`src/rtl/fifo_serializer_if.sv`:
```
// Bundle of the FIFO read port and the narrow chunk stream around fifo_serializer.
// master = serializer side, slave = FIFO/sink side.
interface fifo_serializer_if #(
    parameter int width_p = 27,
    parameter int chunk_p = 9
);
    logic [width_p-1:0] fifo_d_i;
    logic               fifo_valid_i;
    logic               fifo_deque_o;
    logic [chunk_p-1:0] data_o;
    logic               valid_o;
    logic               ready_i;
    logic               last_o;

    modport master (
        input  fifo_d_i,
        input  fifo_valid_i,
        input  ready_i,
        output fifo_deque_o,
        output data_o,
        output valid_o,
        output last_o
    );

    modport slave (
        output fifo_d_i,
        output fifo_valid_i,
        output ready_i,
        input  fifo_deque_o,
        input  data_o,
        input  valid_o,
        input  last_o
    );
endinterface

```
`src/rtl/fifo_serializer.sv`:
```
// Drains one FIFO word per dequeue and emits it as LSB-first chunks; chunk 0 one cycle after the dequeue.
// Holds data_o/last_o/valid_o stable while ready_i is low; next word loads on the last transfer with no bubble.
module fifo_serializer #(
    parameter int width_p       = 27,
    parameter int chunk_p       = 9,
    parameter int count_width_p = 16
) (
    input  logic                     clk,
    input  logic                     clear_i,
    fifo_serializer_if.master        bus,
    output logic                     busy_o,
    output logic [count_width_p-1:0] words_o
);
    localparam int n_lp      = width_p / chunk_p;
    localparam int cnt_w_lp  = (n_lp > 1) ? $clog2(n_lp) : 1;

    if ((chunk_p < 1) || ((width_p % chunk_p) != 0)) begin : g_bad_params
        $error("fifo_serializer: width_p must be an exact multiple of chunk_p");
    end

    typedef enum logic {
        IDLE = 1'b0,
        SEND = 1'b1
    } state_e;

    state_e                   state_q, state_d;
    logic [cnt_w_lp-1:0]      cnt_q, cnt_d;
    logic [width_p-1:0]       shreg_q, shreg_d;
    logic [count_width_p-1:0] words_q, words_d;

    logic send;
    logic last;
    logic xfer;
    logic deque;

    always_comb begin
        state_d = state_q;
        cnt_d   = cnt_q;
        shreg_d = shreg_q;
        words_d = words_q;

        send  = (state_q == SEND);
        last  = send && (cnt_q == cnt_w_lp'(n_lp - 1));
        xfer  = send && bus.ready_i;
        // Refill either from IDLE or on the final chunk so consecutive words abut.
        deque = !clear_i && bus.fifo_valid_i && (!send || (xfer && last));

        if (deque) begin
            shreg_d = bus.fifo_d_i;
            cnt_d   = '0;
            state_d = SEND;
        end else if (xfer && last) begin
            state_d = IDLE;
        end else if (xfer) begin
            shreg_d = shreg_q >> chunk_p;
            cnt_d   = cnt_q + cnt_w_lp'(1);
        end

        if (xfer && last) begin
            words_d = words_q + count_width_p'(1);
        end
    end

    always_ff @(posedge clk) begin
        if (clear_i) begin
            state_q <= IDLE;
            cnt_q   <= '0;
            shreg_q <= '0;
            words_q <= '0;
        end else begin
            state_q <= state_d;
            cnt_q   <= cnt_d;
            shreg_q <= shreg_d;
            words_q <= words_d;
        end
    end

    assign bus.fifo_deque_o = deque;
    assign bus.valid_o      = send;
    assign bus.data_o       = shreg_q[chunk_p-1:0];
    assign bus.last_o       = last;
    assign busy_o           = send;
    assign words_o          = words_q;
endmodule

```
`src/flat_wrapper.sv`:
```
// flat-port wrapper written by rule: the top's interface ports become plain ports
module fifo_serializer_flat 
#(
    parameter int width_p       = 27,
    parameter int chunk_p       = 9,
    parameter int count_width_p = 16
)
  (clk, clear_i, busy_o, words_o, bus_fifo_d_i, bus_fifo_valid_i, bus_ready_i, bus_fifo_deque_o, bus_data_o, bus_valid_o, bus_last_o);
  fifo_serializer_if #(.width_p(width_p), .chunk_p(chunk_p)) bus_i ();
  input  logic clk;
  input  logic clear_i;
  output logic busy_o;
  output logic [count_width_p-1:0] words_o;
  input wire logic [$bits(bus_i.fifo_d_i)-1:0] bus_fifo_d_i;
  input wire logic [$bits(bus_i.fifo_valid_i)-1:0] bus_fifo_valid_i;
  input wire logic [$bits(bus_i.ready_i)-1:0] bus_ready_i;
  output wire logic [$bits(bus_i.fifo_deque_o)-1:0] bus_fifo_deque_o;
  output wire logic [$bits(bus_i.data_o)-1:0] bus_data_o;
  output wire logic [$bits(bus_i.valid_o)-1:0] bus_valid_o;
  output wire logic [$bits(bus_i.last_o)-1:0] bus_last_o;
  assign bus_i.fifo_d_i = bus_fifo_d_i;
  assign bus_i.fifo_valid_i = bus_fifo_valid_i;
  assign bus_i.ready_i = bus_ready_i;
  assign bus_fifo_deque_o = bus_i.fifo_deque_o;
  assign bus_data_o = bus_i.data_o;
  assign bus_valid_o = bus_i.valid_o;
  assign bus_last_o = bus_i.last_o;
  fifo_serializer #(.width_p(width_p), .chunk_p(chunk_p), .count_width_p(count_width_p)) u_core (.clk(clk), .clear_i(clear_i), .bus(bus_i), .busy_o(busy_o), .words_o(words_o));
endmodule
```
`config.mk`:
```
export PLATFORM = sky130hd
export DESIGN_NAME = fifo_serializer_flat
export DESIGN_NICKNAME = d
export VERILOG_FILES = /design/src/rtl/fifo_serializer_if.sv /design/src/rtl/fifo_serializer.sv /design/src/flat_wrapper.sv
export SDC_FILE = /design/constraint.sdc
export NUM_CORES = 1
export LEC_CHECK = 0
export ABC_AREA = 0
export BUFFER_PORTS_ARGS = -buffer_cell sky130_fd_sc_hd__buf_2
export CAP_MARGIN = 15
export CORE_ASPECT_RATIO = 0.75
export CORE_UTILIZATION = 27
export DETAILED_ROUTE_END_ITERATION = 8
export GPL_TIMING_DRIVEN = 0
export MAX_ROUTING_LAYER = met4
export PLACE_DENSITY = 0.59
export SETUP_SLACK_MARGIN = 0.1
export SKIP_CTS_REPAIR_TIMING = 1
export SLEW_MARGIN = 20
export SYNTH_ARGS = -nofsm -noshare
export SYNTH_HDL_FRONTEND = slang
export SYNTH_SLANG_ARGS = --single-unit
export TNS_END_PERCENT = 30
```
`constraint.sdc`:
```
create_clock -name clk -period 2.75 [get_ports clk]
set_input_delay 0.1375 -clock clk [delete_from_list [all_inputs] [get_ports clk]]
set_output_delay 0.1375 -clock clk [all_outputs]
set_load 0.01 [all_outputs]
```
==> flow_metrics.tcl <==
set metrics [dict create \
    outcome "completed" \
    reg2reg_slack_ps 430 \
    synthesis.area_mm2 0.002041 \
    layout_commonest_cell "buf_2" \
    root_buffer "clkbuf_8" \
    detail_route.wl_per_cell_um 12.45 \
    crit_family "simple AND/OR/NAND/NOR gates" \
    crit_buf_inv 1 \
    insertion_delay_ps 300 \
    drt_iter0_markers 94 \
    tns_ps 0 \
    p_comb_share_pct 14.8 \
    worstMarginPinSlew_ps 865.6 \
    num_vias 1865 \
    ys_warn_count 0 \
    floorplan.die_area_mm2 0.007913 \
    diodes 0 \
    row_count 27 \
    io_pins 60 \
    hold_depth 3 \
    slew_headroom_pct 41.76 \
    grt_util_all_layers_pct 14.24 \
    io_buffers 59 \
    setup_viol 0 \
    p_int_uw 967.7 \
    hold-path-endpoint "u_core.bus.valid_o" \
    fin_nets 345 \
    place_area_mm2 0.002462 \
    syn2layout_area_growth_pct 24.89 \
    endpoint_kind "flip-flop" \
    mostFrequentLayoutCells "buf_2, dfxtp_1, nor2_1" \
    cp.required_ps 2950 \
    fp.dieH_um 77.29 \
    drive_above_1_share_pct 27.48 \
    finalHoldViolations 0 \
    power.share.switching_pct 27.40 \
    worst_ep_arrival_time_ps 2520 \
    total_power_uw 1333 \
    path_max_fanout 6 \
    grt_pass1_wl_um 8397 \
    grt_pass1_vias 1669 \
    min_period_over_period_pct 84.54 \
    slowest_stage "nor4_1" \
    place_congestion 0.7819 \
    period_needed_ps 2325 \
    ys_seq_area_share_pct 45.13 \
    wirelength_um 5155 \
    r2r-end "u_core.words_o[15]" \
    pwr-share-clk_pct 31.2 \
    fin_skew_ps 13.13 \
    clk_path_buf_depth 2 \
    drt_pass1_iterations 4 \
    synth_area_leader_cell "dfxtp_1" \
    gr-total-overflow 0 \
    place_ws_ps 451.5 \
    rsz0062_at_grt "false" \
    critPathMaxStageDelay_ps 780 \
    clock.fmax_mhz 430.1 \
    core_area_mm2 0.007331 \
    timing.rr.start "u_core.cnt_q[0]" \
    cts_tree "built" \
    synth_top_area_share_pct 45.13 \
    startpoint_type "flip-flop" \
    multi_input_area_um2 957.2 \
    seq_area_um2 920.9 \
    ys_types 35 \
    synth-async-reset-ratio_pct 0 \
    ant_nets 0 \
    vias_per_cell 4.505 \
    r2r_cells 6 \
    power.density_mw_per_mm2 523.0 \
    fill_cells 786 \
    syn_nets 279 \
    fin_area_mm2 0.002549 \
    p_seq_share_pct 54.0 \
    synth-edff-count 0 \
    antenna_found_initial 0 \
    cts_sinks 46 \
    synth_area_leaders "dfxtp_1, a311oi_1, nor2_1" \
    switchingPower_uw 365.2 \
    setup_slack_ps 425.2 \
    vdd_drop_max_v 0.0001791 \
    hp-start "bus_fifo_valid_i" \
    synth_seq_cells 46 \
    cellLeakagePower_uw 0.001068 \
    cap_violations 0 \
    crit_cells 6 \
    slew_violations 0 \
    ys.flop_type "dfxtp_1" \
    initial_core_util_pct 27.84 \
    place_hpwl_um 3780 \
    drcViolationCount 0 \
    cts_buffers 5 \
    syn_area_per_cell_um2 8.296 \
    path_clk_slew_ps 90 \
    hp-class "primary input to flip-flop" \
    crit_type "flip-flop to flip-flop" \
    crit_chain "inv_1 > ha_1 > nand4_2 > nor4_1 > nor3b_1 > mux2_2" \
    die_w_um 102.4 \
    grt_max_degree 15 \
    syn_inst 246 \
    h-tree-depth 2 \
]
==> through the flow <==
stage          hold WS (ps)  utilization, %  cells
6_report              68.01           34.77    414
5_1_grt               85.03           34.77    414
4_1_cts               57.21           34.77    414
3_5_place_dp          384.7           33.59    406
3_3_place_gp          386.1           33.59    406
2_1_floorplan         254.9               -    246
==> layer usage <==
layer,global-route usage [%],up-vias,share of wire (%)
met5,-,-,0
li1,-,980,-
met2,18.46,42,39
met3,2.644,7,4.7
met4,4.714,0,1.2
met1,21.52,836,55
==> worst max path at each step <==
stage | slack (ps) | endpoint | start
6_report | 430 | u_core.words_o[15] | u_core.cnt_q[0]
5_1_grt | 250 | u_core.words_o[15] | u_core.cnt_q[0]
4_1_cts | 420 | u_core.words_o[15] | u_core.cnt_q[0]
3_5_place_dp | 450 | u_core.words_o[15] | u_core.cnt_q[0]
3_3_place_gp | 450 | u_core.words_o[15] | u_core.cnt_q[0]
2_1_floorplan | 840 | u_core.words_o[15] | u_core.cnt_q[0]
==> layout make-up <==
type                       count  area share, %
tap                          101          4.958
multi-input combinational    168          37.56
sequential                    46          36.13
clock buffer                   6          2.847
buffer                        26          5.498
timing repair buffer          59          11.59
clock inverter                 2         0.5400
inverter                       6         0.8837
==> state kept, by name, summed over array words and instances (netlist names) <==
signal	count
u_core.bus.valid_o	1
u_core.shreg_q	27
u_core.words_o	16
u_core.cnt_q	2
==> power groups by stage <==
stage | Sequential (uW) | Combinational, uW | Clock (uW)
3_5_place_dp | 735 | 199 | 0
5_1_grt | 725 | 223 | 462
6_report | 720 | 197 | 416
4_1_cts | 720 | 200 | 435
2_1_floorplan | 730 | 129 | 0
3_3_place_gp | 734 | 197 | 0
==> worst min-delay path: stages <==
cell,delay [ps]
buf_2,100
a21oi_1,40
nor2_1,70
==> synthesized netlist by cell type (3+ instances only) <==
master	instances
nor3_1	3
clkbuf_1	10
a22oi_1	9
nand4_1	3
nand3_1	5
a311oi_1	18
a21oi_1	6
o21ai_0	4
dfxtp_1	46
buf_4	10
nand2_1	41
nor2_1	42
inv_1	6
or3_1	4
nand2b_1	3
xor2_1	5
nor2b_1	3
mux2_2	3
buf_2	4
xnor2_1	3
==> cell families (layout without fill, tap and decap cells) <==
logic type                 count (synthesis)  in the layout  synth area share, %
AOI/OAI and AO/OA                         42             42                15.76
xor gates and xnor gates                   8              8                3.434
adders and majority gates                  2              2                1.226
buffers and inverters                     32             99                7.971
DFF                                       46             46                45.13
muxes                                      4              4                2.146
and+or+nand+nor                          112            112                24.34
No activity file was read; power rests on OpenSTA's default activity.
